## src/rtl/uart_pkg.sv

```systemverilog
// Shared constants, state encodings and bit-timing helpers for the UART core.
package uart_pkg;

    localparam int DATA_BITS  = 8;
    localparam int FRAME_BITS = 10;

    typedef enum logic {
        TX_IDLE,
        TX_SEND
    } tx_state_t;

    typedef enum logic [1:0] {
        RX_IDLE,
        RX_START,
        RX_DATA,
        RX_STOP
    } rx_state_t;

    function automatic int symbol_edge_time(input int clock_freq, input int baud_rate);
        return clock_freq / baud_rate;
    endfunction

    function automatic int sample_time(input int clock_freq, input int baud_rate);
        return symbol_edge_time(clock_freq, baud_rate) / 2;
    endfunction

    // Never narrower than one bit so degenerate clock/baud ratios still elaborate.
    function automatic int counter_width(input int clock_freq, input int baud_rate);
        int w;
        w = $clog2(symbol_edge_time(clock_freq, baud_rate));
        return (w < 1) ? 1 : w;
    endfunction

endpackage

```

## src/rtl/uart_rx.sv

```systemverilog
// 8N1 receiver: synchronizes serial_in, samples each bit mid-symbol and presents bytes on a valid/ready port.
module uart_rx
    import uart_pkg::*;
#(
    parameter int CLOCK_FREQ = 125_000_000,
    parameter int BAUD_RATE  = 115_200
) (
    input  logic                 clk,
    input  logic                 rst_n,
    input  logic                 serial_in,
    output logic [DATA_BITS-1:0] data_out,
    output logic                 data_out_valid,
    input  logic                 data_out_ready
);

    localparam int SYMBOL = symbol_edge_time(CLOCK_FREQ, BAUD_RATE);
    localparam int CW     = counter_width(CLOCK_FREQ, BAUD_RATE);
    localparam logic [CW-1:0] CNT_LAST    = CW'(SYMBOL - 1);
    localparam logic [CW-1:0] SAMPLE_LAST = CW'(sample_time(CLOCK_FREQ, BAUD_RATE) - 1);
    localparam logic [2:0]    IDX_LAST    = 3'(DATA_BITS - 1);

    rx_state_t            state;
    rx_state_t            state_next;
    logic [1:0]           sync_q;
    logic                 rx_line;
    logic                 line_prev;
    logic [CW-1:0]        cnt;
    logic [CW-1:0]        cnt_next;
    logic [2:0]           idx;
    logic [2:0]           idx_next;
    logic [DATA_BITS-1:0] shreg;
    logic [DATA_BITS-1:0] shreg_next;
    logic                 stop_err;
    logic                 stop_err_next;
    logic                 byte_done;
    logic [DATA_BITS-1:0] data_next;
    logic                 valid_next;

    assign rx_line = sync_q[1];

    always_ff @(posedge clk) begin
        if (!rst_n) begin
            sync_q         <= 2'b11;
            line_prev      <= 1'b1;
            state          <= RX_IDLE;
            cnt            <= '0;
            idx            <= '0;
            shreg          <= '0;
            stop_err       <= 1'b0;
            data_out       <= '0;
            data_out_valid <= 1'b0;
        end else begin
            sync_q         <= {sync_q[0], serial_in};
            line_prev      <= rx_line;
            state          <= state_next;
            cnt            <= cnt_next;
            idx            <= idx_next;
            shreg          <= shreg_next;
            stop_err       <= stop_err_next;
            data_out       <= data_next;
            data_out_valid <= valid_next;
        end
    end

    always_comb begin
        state_next    = state;
        cnt_next      = cnt;
        idx_next      = idx;
        shreg_next    = shreg;
        stop_err_next = stop_err;
        byte_done     = 1'b0;
        case (state)
            RX_IDLE: begin
                if (line_prev && !rx_line) begin
                    state_next = RX_START;
                    cnt_next   = '0;
                end
            end
            RX_START: begin
                // A line back at 1 by mid-start-bit was a glitch, not a frame.
                if (cnt == SAMPLE_LAST) begin
                    cnt_next   = '0;
                    idx_next   = '0;
                    state_next = rx_line ? RX_IDLE : RX_DATA;
                end else begin
                    cnt_next = cnt + CW'(1);
                end
            end
            RX_DATA: begin
                if (cnt == CNT_LAST) begin
                    cnt_next   = '0;
                    shreg_next = {rx_line, shreg[DATA_BITS-1:1]};
                    if (idx == IDX_LAST) begin
                        state_next = RX_STOP;
                    end else begin
                        idx_next = idx + 3'd1;
                    end
                end else begin
                    cnt_next = cnt + CW'(1);
                end
            end
            RX_STOP: begin
                if (stop_err) begin
                    if (rx_line) begin
                        stop_err_next = 1'b0;
                        state_next    = RX_IDLE;
                    end
                end else if (cnt == CNT_LAST) begin
                    cnt_next = '0;
                    if (rx_line) begin
                        byte_done  = 1'b1;
                        state_next = RX_IDLE;
                    end else begin
                        stop_err_next = 1'b1;
                    end
                end else begin
                    cnt_next = cnt + CW'(1);
                end
            end
            default: begin
                state_next = RX_IDLE;
            end
        endcase
    end

    // A byte finishing in the same cycle as a consume wins, keeping valid high.
    always_comb begin
        data_next  = data_out;
        valid_next = data_out_valid;
        if (data_out_valid && data_out_ready) begin
            valid_next = 1'b0;
        end
        if (byte_done) begin
            data_next  = shreg;
            valid_next = 1'b1;
        end
    end

endmodule

```

## src/rtl/uart_tx.sv

```systemverilog
// 8N1 transmitter: accepts a byte on valid&ready and shifts {stop, data, start} out LSB first.
module uart_tx
    import uart_pkg::*;
#(
    parameter int CLOCK_FREQ = 125_000_000,
    parameter int BAUD_RATE  = 115_200
) (
    input  logic                 clk,
    input  logic                 rst_n,
    input  logic [DATA_BITS-1:0] data_in,
    input  logic                 data_in_valid,
    output logic                 data_in_ready,
    output logic                 serial_out
);

    localparam int SYMBOL = symbol_edge_time(CLOCK_FREQ, BAUD_RATE);
    localparam int CW     = counter_width(CLOCK_FREQ, BAUD_RATE);
    localparam logic [CW-1:0] CNT_LAST = CW'(SYMBOL - 1);
    localparam logic [3:0]    IDX_LAST = 4'(FRAME_BITS - 1);

    tx_state_t             state;
    tx_state_t             state_next;
    logic [CW-1:0]         cnt;
    logic [CW-1:0]         cnt_next;
    logic [3:0]            idx;
    logic [3:0]            idx_next;
    logic [FRAME_BITS-1:0] shreg;
    logic [FRAME_BITS-1:0] shreg_next;
    logic                  ready;
    logic                  ready_next;

    always_ff @(posedge clk) begin
        if (!rst_n) begin
            state <= TX_IDLE;
            cnt   <= '0;
            idx   <= '0;
            shreg <= '1;
            ready <= 1'b0;
        end else begin
            state <= state_next;
            cnt   <= cnt_next;
            idx   <= idx_next;
            shreg <= shreg_next;
            ready <= ready_next;
        end
    end

    // The line is driven straight from shreg[0]; idle and stop both leave it at 1.
    always_comb begin
        state_next = state;
        cnt_next   = cnt;
        idx_next   = idx;
        shreg_next = shreg;
        ready_next = ready;
        case (state)
            TX_IDLE: begin
                ready_next = 1'b1;
                if (data_in_valid && ready) begin
                    state_next = TX_SEND;
                    shreg_next = {1'b1, data_in, 1'b0};
                    cnt_next   = '0;
                    idx_next   = '0;
                    ready_next = 1'b0;
                end
            end
            TX_SEND: begin
                if (cnt == CNT_LAST) begin
                    cnt_next = '0;
                    if (idx == IDX_LAST) begin
                        state_next = TX_IDLE;
                        shreg_next = '1;
                        ready_next = 1'b1;
                    end else begin
                        idx_next   = idx + 4'd1;
                        shreg_next = {1'b1, shreg[FRAME_BITS-1:1]};
                    end
                end else begin
                    cnt_next = cnt + CW'(1);
                end
            end
            default: begin
                state_next = TX_IDLE;
            end
        endcase
    end

    assign data_in_ready = ready;
    assign serial_out    = shreg[0];

endmodule

```

## src/rtl/uart_core_trx.sv

```systemverilog
// Full-duplex 8N1 UART: independent transmitter and receiver sharing one clock and reset.
module uart_core_trx
    import uart_pkg::*;
#(
    parameter int CLOCK_FREQ = 125_000_000,
    parameter int BAUD_RATE  = 115_200
) (
    input  logic       clk,
    input  logic       rst_n,
    input  logic [7:0] data_in,
    input  logic       data_in_valid,
    output logic       data_in_ready,
    output logic [7:0] data_out,
    output logic       data_out_valid,
    input  logic       data_out_ready,
    input  logic       serial_in,
    output logic       serial_out
);

    uart_tx #(
        .CLOCK_FREQ(CLOCK_FREQ),
        .BAUD_RATE (BAUD_RATE)
    ) u_tx (
        .clk          (clk),
        .rst_n        (rst_n),
        .data_in      (data_in),
        .data_in_valid(data_in_valid),
        .data_in_ready(data_in_ready),
        .serial_out   (serial_out)
    );

    uart_rx #(
        .CLOCK_FREQ(CLOCK_FREQ),
        .BAUD_RATE (BAUD_RATE)
    ) u_rx (
        .clk           (clk),
        .rst_n         (rst_n),
        .serial_in     (serial_in),
        .data_out      (data_out),
        .data_out_valid(data_out_valid),
        .data_out_ready(data_out_ready)
    );

endmodule

```

## config.mk

```make
export PLATFORM = sky130hd
export DESIGN_NAME = uart_core_trx
export DESIGN_NICKNAME = d
export VERILOG_FILES = /design/src/rtl/uart_pkg.sv /design/src/rtl/uart_rx.sv /design/src/rtl/uart_tx.sv /design/src/rtl/uart_core_trx.sv
export SDC_FILE = /design/constraint.sdc
export NUM_CORES = 1
export LEC_CHECK = 0
export CAP_MARGIN = 20
export CORE_UTILIZATION = 56
export DETAILED_ROUTE_END_ITERATION = 10
export GPL_TIMING_DRIVEN = 0
export HOLD_SLACK_MARGIN = 0.15
export PLACE_DENSITY_LB_ADDON = 0.12
export SETUP_SLACK_MARGIN = 0.02
export SLEW_MARGIN = 20
export SYNTH_ARGS = -nofsm -noshare
export SYNTH_HDL_FRONTEND = slang
export SYNTH_SLANG_ARGS = --single-unit
```

## constraint.sdc

```tcl
create_clock -name clk -period 5.5 [get_ports clk]
set_input_delay 1.1 -clock clk [delete_from_list [all_inputs] [get_ports clk]]
set_output_delay 1.1 -clock clk [all_outputs]
set_load 0.01 [all_outputs]
```

==> impl_metrics.ini <==
[synthesis]
ys_types = 55
synthArstFlopShare_pct = 0
synth_warnings = 0
syn-instance-count = 355
syn_avg_cell_area_um2 = 8.67
synth_top_area_share_pct = 41.0
synth_area_um2 = 3080
ys_seq_elements = 63
synth_edf_count = 0
synth.most_common_cell = dfxtp_1
synth_common_cells = dfxtp_1 (63), nor2_1 (25), nand2_1 (24)
synth_seq_area_share_pct = 41.0
synthTopCellsByArea = dfxtp_1 (41%), mux2i_1 (6.2%), ha_1 (3.7%)
ys.flop_type = dfxtp_1
netlist.top_cell.by_area = dfxtp_1
syn_nets = 377

[finish]
postLayoutCoreUtil_pct = 69.7
stdcell_area_um2 = 3630
finalNetCount = 411
drive_above_1_share_pct = 6.11
synthToLayoutAreaGrowth_pct = 17.8
antenna_cells = 0

[sta]
hold_viol = 0
setup_viol = 0
fin_crit_sh_pct = 48.9
slew_viol_final = 0
max_freq_ghz = 0.372
fin_worst_skew_ns = 0.00681
timing.slew.headroom_pct = 51.2
grt_setup_unrepaired = false
finalSetupTns_ns = 0
period_needed_ns = 2.69
tightestPinTransition_ns = 0.732

[drt]
wl_per_cell_um = 15.9
viasPerCell = 6.10
drc_errors = 0
detail_route.wirelength_um = 7380
vias = 2822
ant_nets = 0
firstDrtPassIters = 5
drt_iter0_markers = 175

[min_path]
hold_end = u_rx.sync_q[1]$_SDFF_PN1_
min_from = u_rx.sync_q[0]$_SDFF_PN1_
holdPathStages = 1
hold_path.class = reg2reg

[worst_setup_path]
slowest_stage = clkdlybuf4s50_1
required_ns = 5.78
worstPathArrival_ns = 2.97
crit_top_cell = clkbuf_1
reg2reg_to = u_rx.cnt[10]$_SDFFE_PN0P_
crit_path_cell_trace = clkdlybuf4s50_1 > clkbuf_1 > clkbuf_1 > o31ai_1 > a21oi_1
critPathCaptureType = flip-flop
cpPeakStageDelay_ns = 0.60
start_kind = input pin
crit-reg2reg-launch = u_rx.cnt[0]$_SDFFE_PN0P_
crit_family = buffers and inverters
setup.worst_path.class = in2reg
r2r_cells = 8
cp_max_fo = 10
reg2reg_setup_slack_ns = 3.09
path_buf_inv = 3

[pwr]
seqPwrFrac_pct = 42.8
comb_power_share_pct = 17.0
p_leak_nw = 1.34
p_sw_uw = 333
irDropWorstVdd_uv = 187
pwr-share-clk_pct = 40.2
switching_share_pct = 28.4
p_int_uw = 841
power-per-cell-area_nw_per_um2 = 324

[floorplan]
die_h_um = 76.1
core_area_um2 = 5200
initial_utilization_pct = 59.1
dieWidth_um = 76.1
pin_count = 24
die_area_um2 = 5800
rows = 26

[clocking]
clkSlewWorstSetupHoldPaths_ns = 0.07
cts_buffer_depth = 2
cts_resized = 0
hold_buffers = 0
cts_root_buf = clkbuf_8
htreeDepth = 3
postCtsSetupRepairBufs = 0
numCtsBuffers = 9
cts.sinks = 63
clkLatencyLatePin_ns = 0.35
cts_tree = done

[run_status]
status = complete, no violations

[global_route]
grt_pass1_vias = 2701
grt_max_degree = 11
met3_usage_pct = 5.75
grtUsageMet2_pct = 43.5
grt_pass1_wl_um = 12500
met1_usage_pct = 34.1
gr-total-overflow = 0
grt_use_total_pct = 27.2
antenna_found_initial = 0
grt-busiest-layer = met2

[place]
port_buffers = 23
post_dp_cell_area_um2 = 3400
finalWeightedCongestion = 0.860
dpl.hpwl_um = 4960

[run]
maxCapViolCount = 0
## how the worst max path moves through the flow
stage	end	cells after the start	slack, ns	start
finish	u_rx.cnt[9]$_SDFFE_PN0P_	5	2.81	rst_n
global route	u_rx.cnt[9]$_SDFFE_PN0P_	5	2.72	rst_n
CTS	u_rx.cnt[9]$_SDFFE_PN0P_	5	2.87	rst_n
detailed placement	u_rx.cnt[9]$_SDFFE_PN0P_	5	2.50	rst_n
global placement	u_rx.cnt[9]$_SDFFE_PN0P_	5	2.54	rst_n
floorplan	u_tx.idx[3]$_SDFFE_PN0P_	6	3.52	u_tx.cnt[0]$_SDFFE_PN0P_
## flip-flops by register name, summed over array words and instances, names as in the netlist, named ones only
signal               cells
u_rx.cnt                11
u_tx.cnt                11
u_tx.shreg               9
u_rx.data_out            8
u_rx.shreg               8
u_tx.idx                 4
u_rx.idx                 3
u_rx.sync_q              2
u_rx.data_out_valid      1
u_rx.line_prev           1
u_rx.state               1
u_rx.stop_err            1
u_tx.data_in_ready       1
u_tx.state               1
## cells in the final DEF (no fill, tap or decap), drive strengths merged, types with 4 or more instances in the layout
master	netlist	routed
clkbuf	19	31
o211ai	14	14
nor3	13	13
a21oi	19	19
or3	5	5
and2	4	4
ha	9	9
o22ai	9	9
o2111ai	4	4
nand4	5	5
nand3	19	19
nand2	24	24
nor2	25	25
a311oi	4	4
o211a	4	4
inv	12	12
buf	5	5
dfxtp	63	63
clkdlybuf4s50	0	23
a31oi	6	6
mux2i	19	19
o21ai	15	15
nand2b	6	6
o31ai	6	6
## cell families (layout without fill, tap and decap cells)
kind of cell    after synthesis  count (layout)  share of synthesized area, %
buf+inv                      37              75                          4.63
compound gates              103             103                          23.3
simple gates                124             124                          21.3
fa+ha+maj                     9               9                          3.66
mux                          19              19                          6.18
flops                        63              63                          41.0
## area by class of cell
type | instances | area [um2]
multi-input combinational | 255 | 1670
fill | 445 | 1580
sequential | 63 | 1260
timing repair buffer | 23 | 230
clock buffer | 12 | 165
buffer | 24 | 93.8
tap | 70 | 87.6
clock inverter | 3 | 65.1
inverter | 13 | 48.8
## stage by stage
stage | power, mW | instances | hold WS, ns | setup slack [ns]
after floorplan | 0.644 | 355 | 0.386 | 3.52
after global placement | 0.701 | 448 | 0.392 | 2.54
after detailed placement | 0.708 | 448 | 0.397 | 2.50
after CTS | 1.17 | 463 | 0.412 | 2.87
after global routing | 1.22 | 463 | 0.434 | 2.72
final | 1.17 | 463 | 0.410 | 2.81
## power by group through the flow
stage                     sequential (mW)  combinational (mW)  clock [mW]
final                               0.502               0.200       0.472
after global routing                0.504               0.223       0.497
after CTS                           0.501               0.198       0.473
after detailed placement            0.511               0.196           0
after global placement              0.509               0.191           0
after floorplan                     0.506               0.138           0
## routing by layer
metal | routed length, um | share of wire, %
met5 | 0 | 0
met4 | 146 | 2.0
met3 | 342 | 4.6
met2 | 3500 | 47
met1 | 3400 | 46
Power figures use the tool's default switching activity.
